--- src/rtl/muldiv_ctrl_pkg.sv ---
// muldiv_ctrl_pkg: op and state encodings shared by the mul/div sequencer and E-stage decode
package muldiv_ctrl_pkg;

    typedef enum logic [2:0] {
        MD_MULT  = 3'd0,
        MD_MULTU = 3'd1,
        MD_DIV   = 3'd2,
        MD_DIVU  = 3'd3,
        MD_MUL   = 3'd4
    } md_op_t;

    typedef enum logic [1:0] {
        IDLE,
        RUN,
        HOLD
    } md_state_t;

    function automatic logic op_is_div(input md_op_t op);
        return op == MD_DIV || op == MD_DIVU;
    endfunction

    function automatic logic op_is_signed(input md_op_t op);
        return op == MD_MULT || op == MD_DIV || op == MD_MUL;
    endfunction

endpackage

--- src/rtl/muldiv_signfix.sv ---
// muldiv_signfix: two's-complement negation of a 64-bit word, either whole or as independent 32-bit halves
module muldiv_signfix (
    input  logic [63:0] x,
    input  logic        wide,
    input  logic        neg_hi,
    input  logic        neg_lo,
    output logic [63:0] y
);

    logic [31:0] hi;
    logic [31:0] lo;
    logic [63:0] whole;

    // In wide mode neg_hi negates the full 64-bit value (product fixup)
    always_comb begin
        hi    = neg_hi ? -x[63:32] : x[63:32];
        lo    = neg_lo ? -x[31:0] : x[31:0];
        whole = neg_hi ? -x : x;
        y     = wide ? whole : {hi, lo};
    end

endmodule

--- src/rtl/muldiv_ctrl.sv ---
// muldiv_ctrl: E-stage sequencer for iterative mul/div units with sign-magnitude pre/post fixup
module muldiv_ctrl
    import muldiv_ctrl_pkg::*;
(
    input  logic        clk,
    input  logic        reset,
    input  logic        req_valid,
    input  logic [2:0]  req_op,
    input  logic [31:0] req_a,
    input  logic [31:0] req_b,
    input  logic        flush,
    input  logic        advance,
    output logic        stall,
    output logic        res_valid,
    output logic [31:0] res_hi,
    output logic [31:0] res_lo,
    output logic        hi_we,
    output logic        lo_we,
    output logic        mul_valid,
    output logic        div_valid,
    output logic [31:0] op_a,
    output logic [31:0] op_b,
    input  logic        mul_done,
    input  logic        div_done,
    input  logic [63:0] mul_c,
    input  logic [63:0] div_c
);

    md_state_t   state, state_n;
    md_op_t      op, req_md;
    logic        neg_q, neg_r;
    logic        start, div0, unit_done, cap;
    logic [63:0] pre, post;

    assign req_md    = md_op_t'(req_op);
    assign div0      = op_is_div(req_md) && req_b == 32'd0;
    assign start     = state == IDLE && req_valid && !flush;
    assign unit_done = op_is_div(op) ? div_done : mul_done;
    assign cap       = state == RUN && unit_done && !flush;

    muldiv_signfix u_pre (
        .x      ({req_a, req_b}),
        .wide   (1'b0),
        .neg_hi (op_is_signed(req_md) && req_a[31]),
        .neg_lo (op_is_signed(req_md) && req_b[31]),
        .y      (pre)
    );

    // Divider: hi is remainder (sign of dividend), lo is quotient
    muldiv_signfix u_post (
        .x      (op_is_div(op) ? div_c : mul_c),
        .wide   (!op_is_div(op)),
        .neg_hi (op_is_div(op) ? neg_r : neg_q),
        .neg_lo (neg_q),
        .y      (post)
    );

    always_comb begin
        state_n = state;
        if (flush)
            state_n = IDLE;
        else if (start)
            state_n = div0 ? HOLD : RUN;
        else if (cap)
            state_n = HOLD;
        else if (state == HOLD && advance)
            state_n = IDLE;
    end

    always_ff @(posedge clk) begin
        if (reset) begin
            state     <= IDLE;
            op        <= MD_MULT;
            neg_q     <= 1'b0;
            neg_r     <= 1'b0;
            op_a      <= 32'd0;
            op_b      <= 32'd0;
            mul_valid <= 1'b0;
            div_valid <= 1'b0;
            res_hi    <= 32'd0;
            res_lo    <= 32'd0;
        end else begin
            state     <= state_n;
            mul_valid <= state_n == RUN && (start ? !op_is_div(req_md) : mul_valid);
            div_valid <= state_n == RUN && (start ? op_is_div(req_md) : div_valid);
            if (start) begin
                op    <= req_md;
                neg_q <= op_is_signed(req_md) && (req_a[31] ^ req_b[31]);
                neg_r <= req_md == MD_DIV && req_a[31];
                op_a  <= pre[63:32];
                op_b  <= pre[31:0];
                if (div0)
                    {res_hi, res_lo} <= {req_a, 32'hFFFF_FFFF};
            end
            if (cap)
                {res_hi, res_lo} <= post;
        end
    end

    assign res_valid = state == HOLD;
    assign hi_we     = res_valid && op != MD_MUL;
    assign lo_we     = res_valid && op != MD_MUL;
    assign stall     = req_valid && state != HOLD;

endmodule

--- config.mk ---
export PLATFORM = sky130hd
export DESIGN_NAME = muldiv_ctrl
export DESIGN_NICKNAME = d
export VERILOG_FILES = /design/src/rtl/muldiv_ctrl_pkg.sv /design/src/rtl/muldiv_signfix.sv /design/src/rtl/muldiv_ctrl.sv
export SDC_FILE = /design/constraint.sdc
export NUM_CORES = 1
export LEC_CHECK = 0
export ABC_AREA = 1
export ABC_CLOCK_PERIOD_IN_PS = 2800
export BUFFER_PORTS_ARGS = -buffer_cell sky130_fd_sc_hd__buf_2
export CORE_MARGIN = 1
export CORE_UTILIZATION = 40
export CTS_CLUSTER_DIAMETER = 50
export CTS_CLUSTER_SIZE = 25
export DETAILED_ROUTE_END_ITERATION = 10
export PLACE_DENSITY_LB_ADDON = 0.15
export SLEW_MARGIN = 5
export SYNTH_ARGS = -nofsm -noshare
export SYNTH_HDL_FRONTEND = slang
export SYNTH_SLANG_ARGS = --single-unit
--- constraint.sdc ---
create_clock -name clk -period 2.8 [get_ports clk]
set_input_delay 0.42 -clock clk [delete_from_list [all_inputs] [get_ports clk]]
set_output_delay 0.42 -clock clk [all_outputs]
set_load 0.05 [all_outputs]
==> impl_metrics.json <==
{
  "postRouteAntennaNets": 0,
  "clkLatencyLatePin_ps": 430,
  "dieWidth_um": 167,
  "grt_pass1_wl_um": 65500,
  "vias_per_cell": 5.10,
  "syn_avg_cell_area_um2": 5.77,
  "fin_util_pct": 51.0,
  "hold_path.class": "input pin to register",
  "place_area_um2": 13000,
  "globalplace.congestion": 0.979,
  "drc": 0,
  "vias": 13100,
  "cts_tree": "done",
  "final_cell_mix": "494 x nand2_1, 335 x buf_2, 274 x nor2_1",
  "grt_max_degree": 117,
  "dpl_worst_slack_ps": 54.6,
  "cts_buffer_depth": 2,
  "r2r_slack_ps": 150,
  "io_buffers": 335,
  "worst_pin_slew_ps": 527,
  "ys_types": 50,
  "arrival_ps": 2960,
  "async_reset_ff_share_pct": 0,
  "start_util_pct": 40.6,
  "grt_use_total_pct": 29.8,
  "seqCellArea_um2": 2740,
  "die_h_um": 167,
  "worst_slack_ps": 154,
  "final_nets": 2407,
  "finalPower_mw": 6.01,
  "drt-wirelength-per-cell_um": 16.4,
  "die_area_um2": 27900,
  "grt_overflow_total": 0,
  "cts_sinks": 137,
  "path_class": "register to register",
  "setup_violations": 0,
  "grt_pass1_vias": 12300,
  "p_leak_nw": 7.35,
  "ys_warn_count": 0,
  "required_ps": 3120,
  "critPathLaunchType": "register",
  "vdd_ir_drop_max_mv": 0.392,
  "syn_inst": 1888,
  "syn_area_um2": 10900,
  "finalHoldViolCount": 0,
  "finClkSkew_ps": 13.8,
  "synth-seq-cells": 137,
  "io_pins": 336,
  "clockRootBuffer": "clkbuf_16",
  "dp_hpwl_um": 32100,
  "cts_buffers": 17,
  "antenna_found_initial": 2,
  "drive_above_1_share_pct": 22.8,
  "finalWirelength_um": 41900,
  "drt_iter0_drc": 888,
  "final_area_um2": 13700,
  "cp-end-kind": "register",
  "dr.pass1.iters": 5,
  "path_clk_slew_ps": 70,
  "rows": 60,
  "syn2layout_area_growth_pct": 25.5,
  "ys_seq_area_share_pct": 25.2,
  "final_common_cell": "nand2_1",
  "multi_input_area_um2": 6670,
  "slew_headroom_pct": 64.9,
  "power.density_nw_per_um2": 440,
  "h-tree-depth": 4,
  "fin_crit_sh_pct": 94.5,
  "max_freq_ghz": 0.378,
  "syn_nets": 2094,
  "core_area_um2": 26800,
  "ys.flop_type": "dfxtp_1",
  "maxCapViolCount": 0,
  "cts_hold_buffers": 0,
  "post_cts_buffers": 0,
  "drv_slew": 0,
  "synth_edf_count": 0,
  "num-fill-cells": 2896,
  "fin_crit_ps": 2650,
  "status": "finished, final reports clean",
  "crit_fanout": 24
}
-- layer usage --
metal	up-vias	global-route usage, %	share of wire (%)
met5	-	0	0.024
met4	2	11.1	3.1
met3	60	4.97	6.0
met2	444	50.4	46
met1	5923	38.0	45
li1	6624	-	-
-- cell type report --
cell class	instances	area share, %
sequential	137	20.1
tap	341	3.12
clock inverter	15	1.36
clock buffer	17	3.11
multi-input combinational	1389	48.8
inverter	276	7.60
antenna	2	0.0366
timing repair buffer	380	15.9
-- flip-flops by register name (all words and copies together) (netlist names) --
name and count:
op_a 32, res_lo 32, neg_r 1, mul_valid 1, neg_q 1, div_valid 1
op 3, op_b 32, res_hi 32, state 2
-- where the power goes --
group          internal, mW  switching [mW]
Combinational         0.463            1.05
Clock                  1.35            1.06
Sequential             2.03          0.0477
Total                  3.85            2.16
-- worst paths after layout --
| check | from | to | cells past startpoint |
|---|---|---|---|
| worst min register to register | op_a[31] | op_a[31] | 2 |
| worst max-delay path | op[1] | res_hi[31] | 14 |
| worst min-delay path | flush | state[0] | 2 |
| worst max register to register | op[1] | res_hi[31] | 14 |
-- kinds of logic (layout without fill, tap and decap cells) --
family / after synthesis / in the layout / share of synthesized area, %
multiplexers: 1 / 1 / 0.0919
AND/OR/NAND/NOR: 1074 / 1074 / 42.9
other: 0 / 2 / 0
buffers and inverters: 362 / 688 / 13.8
adder cells (fa/ha/maj): 4 / 4 / 0.460
XOR/XNOR: 32 / 32 / 2.57
AO/OA/AOI/OAI: 278 / 278 / 15.0
flip-flops: 137 / 137 / 25.2
-- critical path, stage by stage (launching register included) --
cell	delay (ps)
dfxtp_2	410
nand2_4	170
buf_16	210
buf_4	200
buf_4	160
o21ai_1	250
nand2_1	170
nor3_1	230
nand2_1	150
nor2_1	110
nand2_1	110
nand3_1	80
nand2_1	50
nor2_1	140
nor2_1	50
-- what timing repair did --
action / 4_1_cts / 5_1_grt
endpoints found under the setup margin: 0 / 17
resized for setup: 0 / 12
hold endpoints to repair: 0 / 0
-- per-stage QoR --
stage	instances	hold slack, ps	TNS, ps
floorplan	1888	446	0
global placement	2522	458	0
detailed placement	2522	456	0
CTS	2554	204	0
global route	2556	237	-6.50
finish	2557	225	0
-- synth_stat cells, drive strengths merged, types with 5 or more instances --
cell type,n,share of area [%]
nor2,300,11
a21o,6,0.41
buf,43,2.8
o211ai,32,2.2
or2,7,0.40
nand2,521,19
o21ai,127,6.2
xor2,28,2.3
a21oi,83,3.8
nor3b,5,0.34
dfxtp,137,25
o221ai,16,1.3
inv,275,9.5
nand4,16,1.0
nand3,164,7.7
clkbuf,43,1.5
nand3b,26,1.8
nor3,31,1.6
Power figures use the tool's default switching activity.
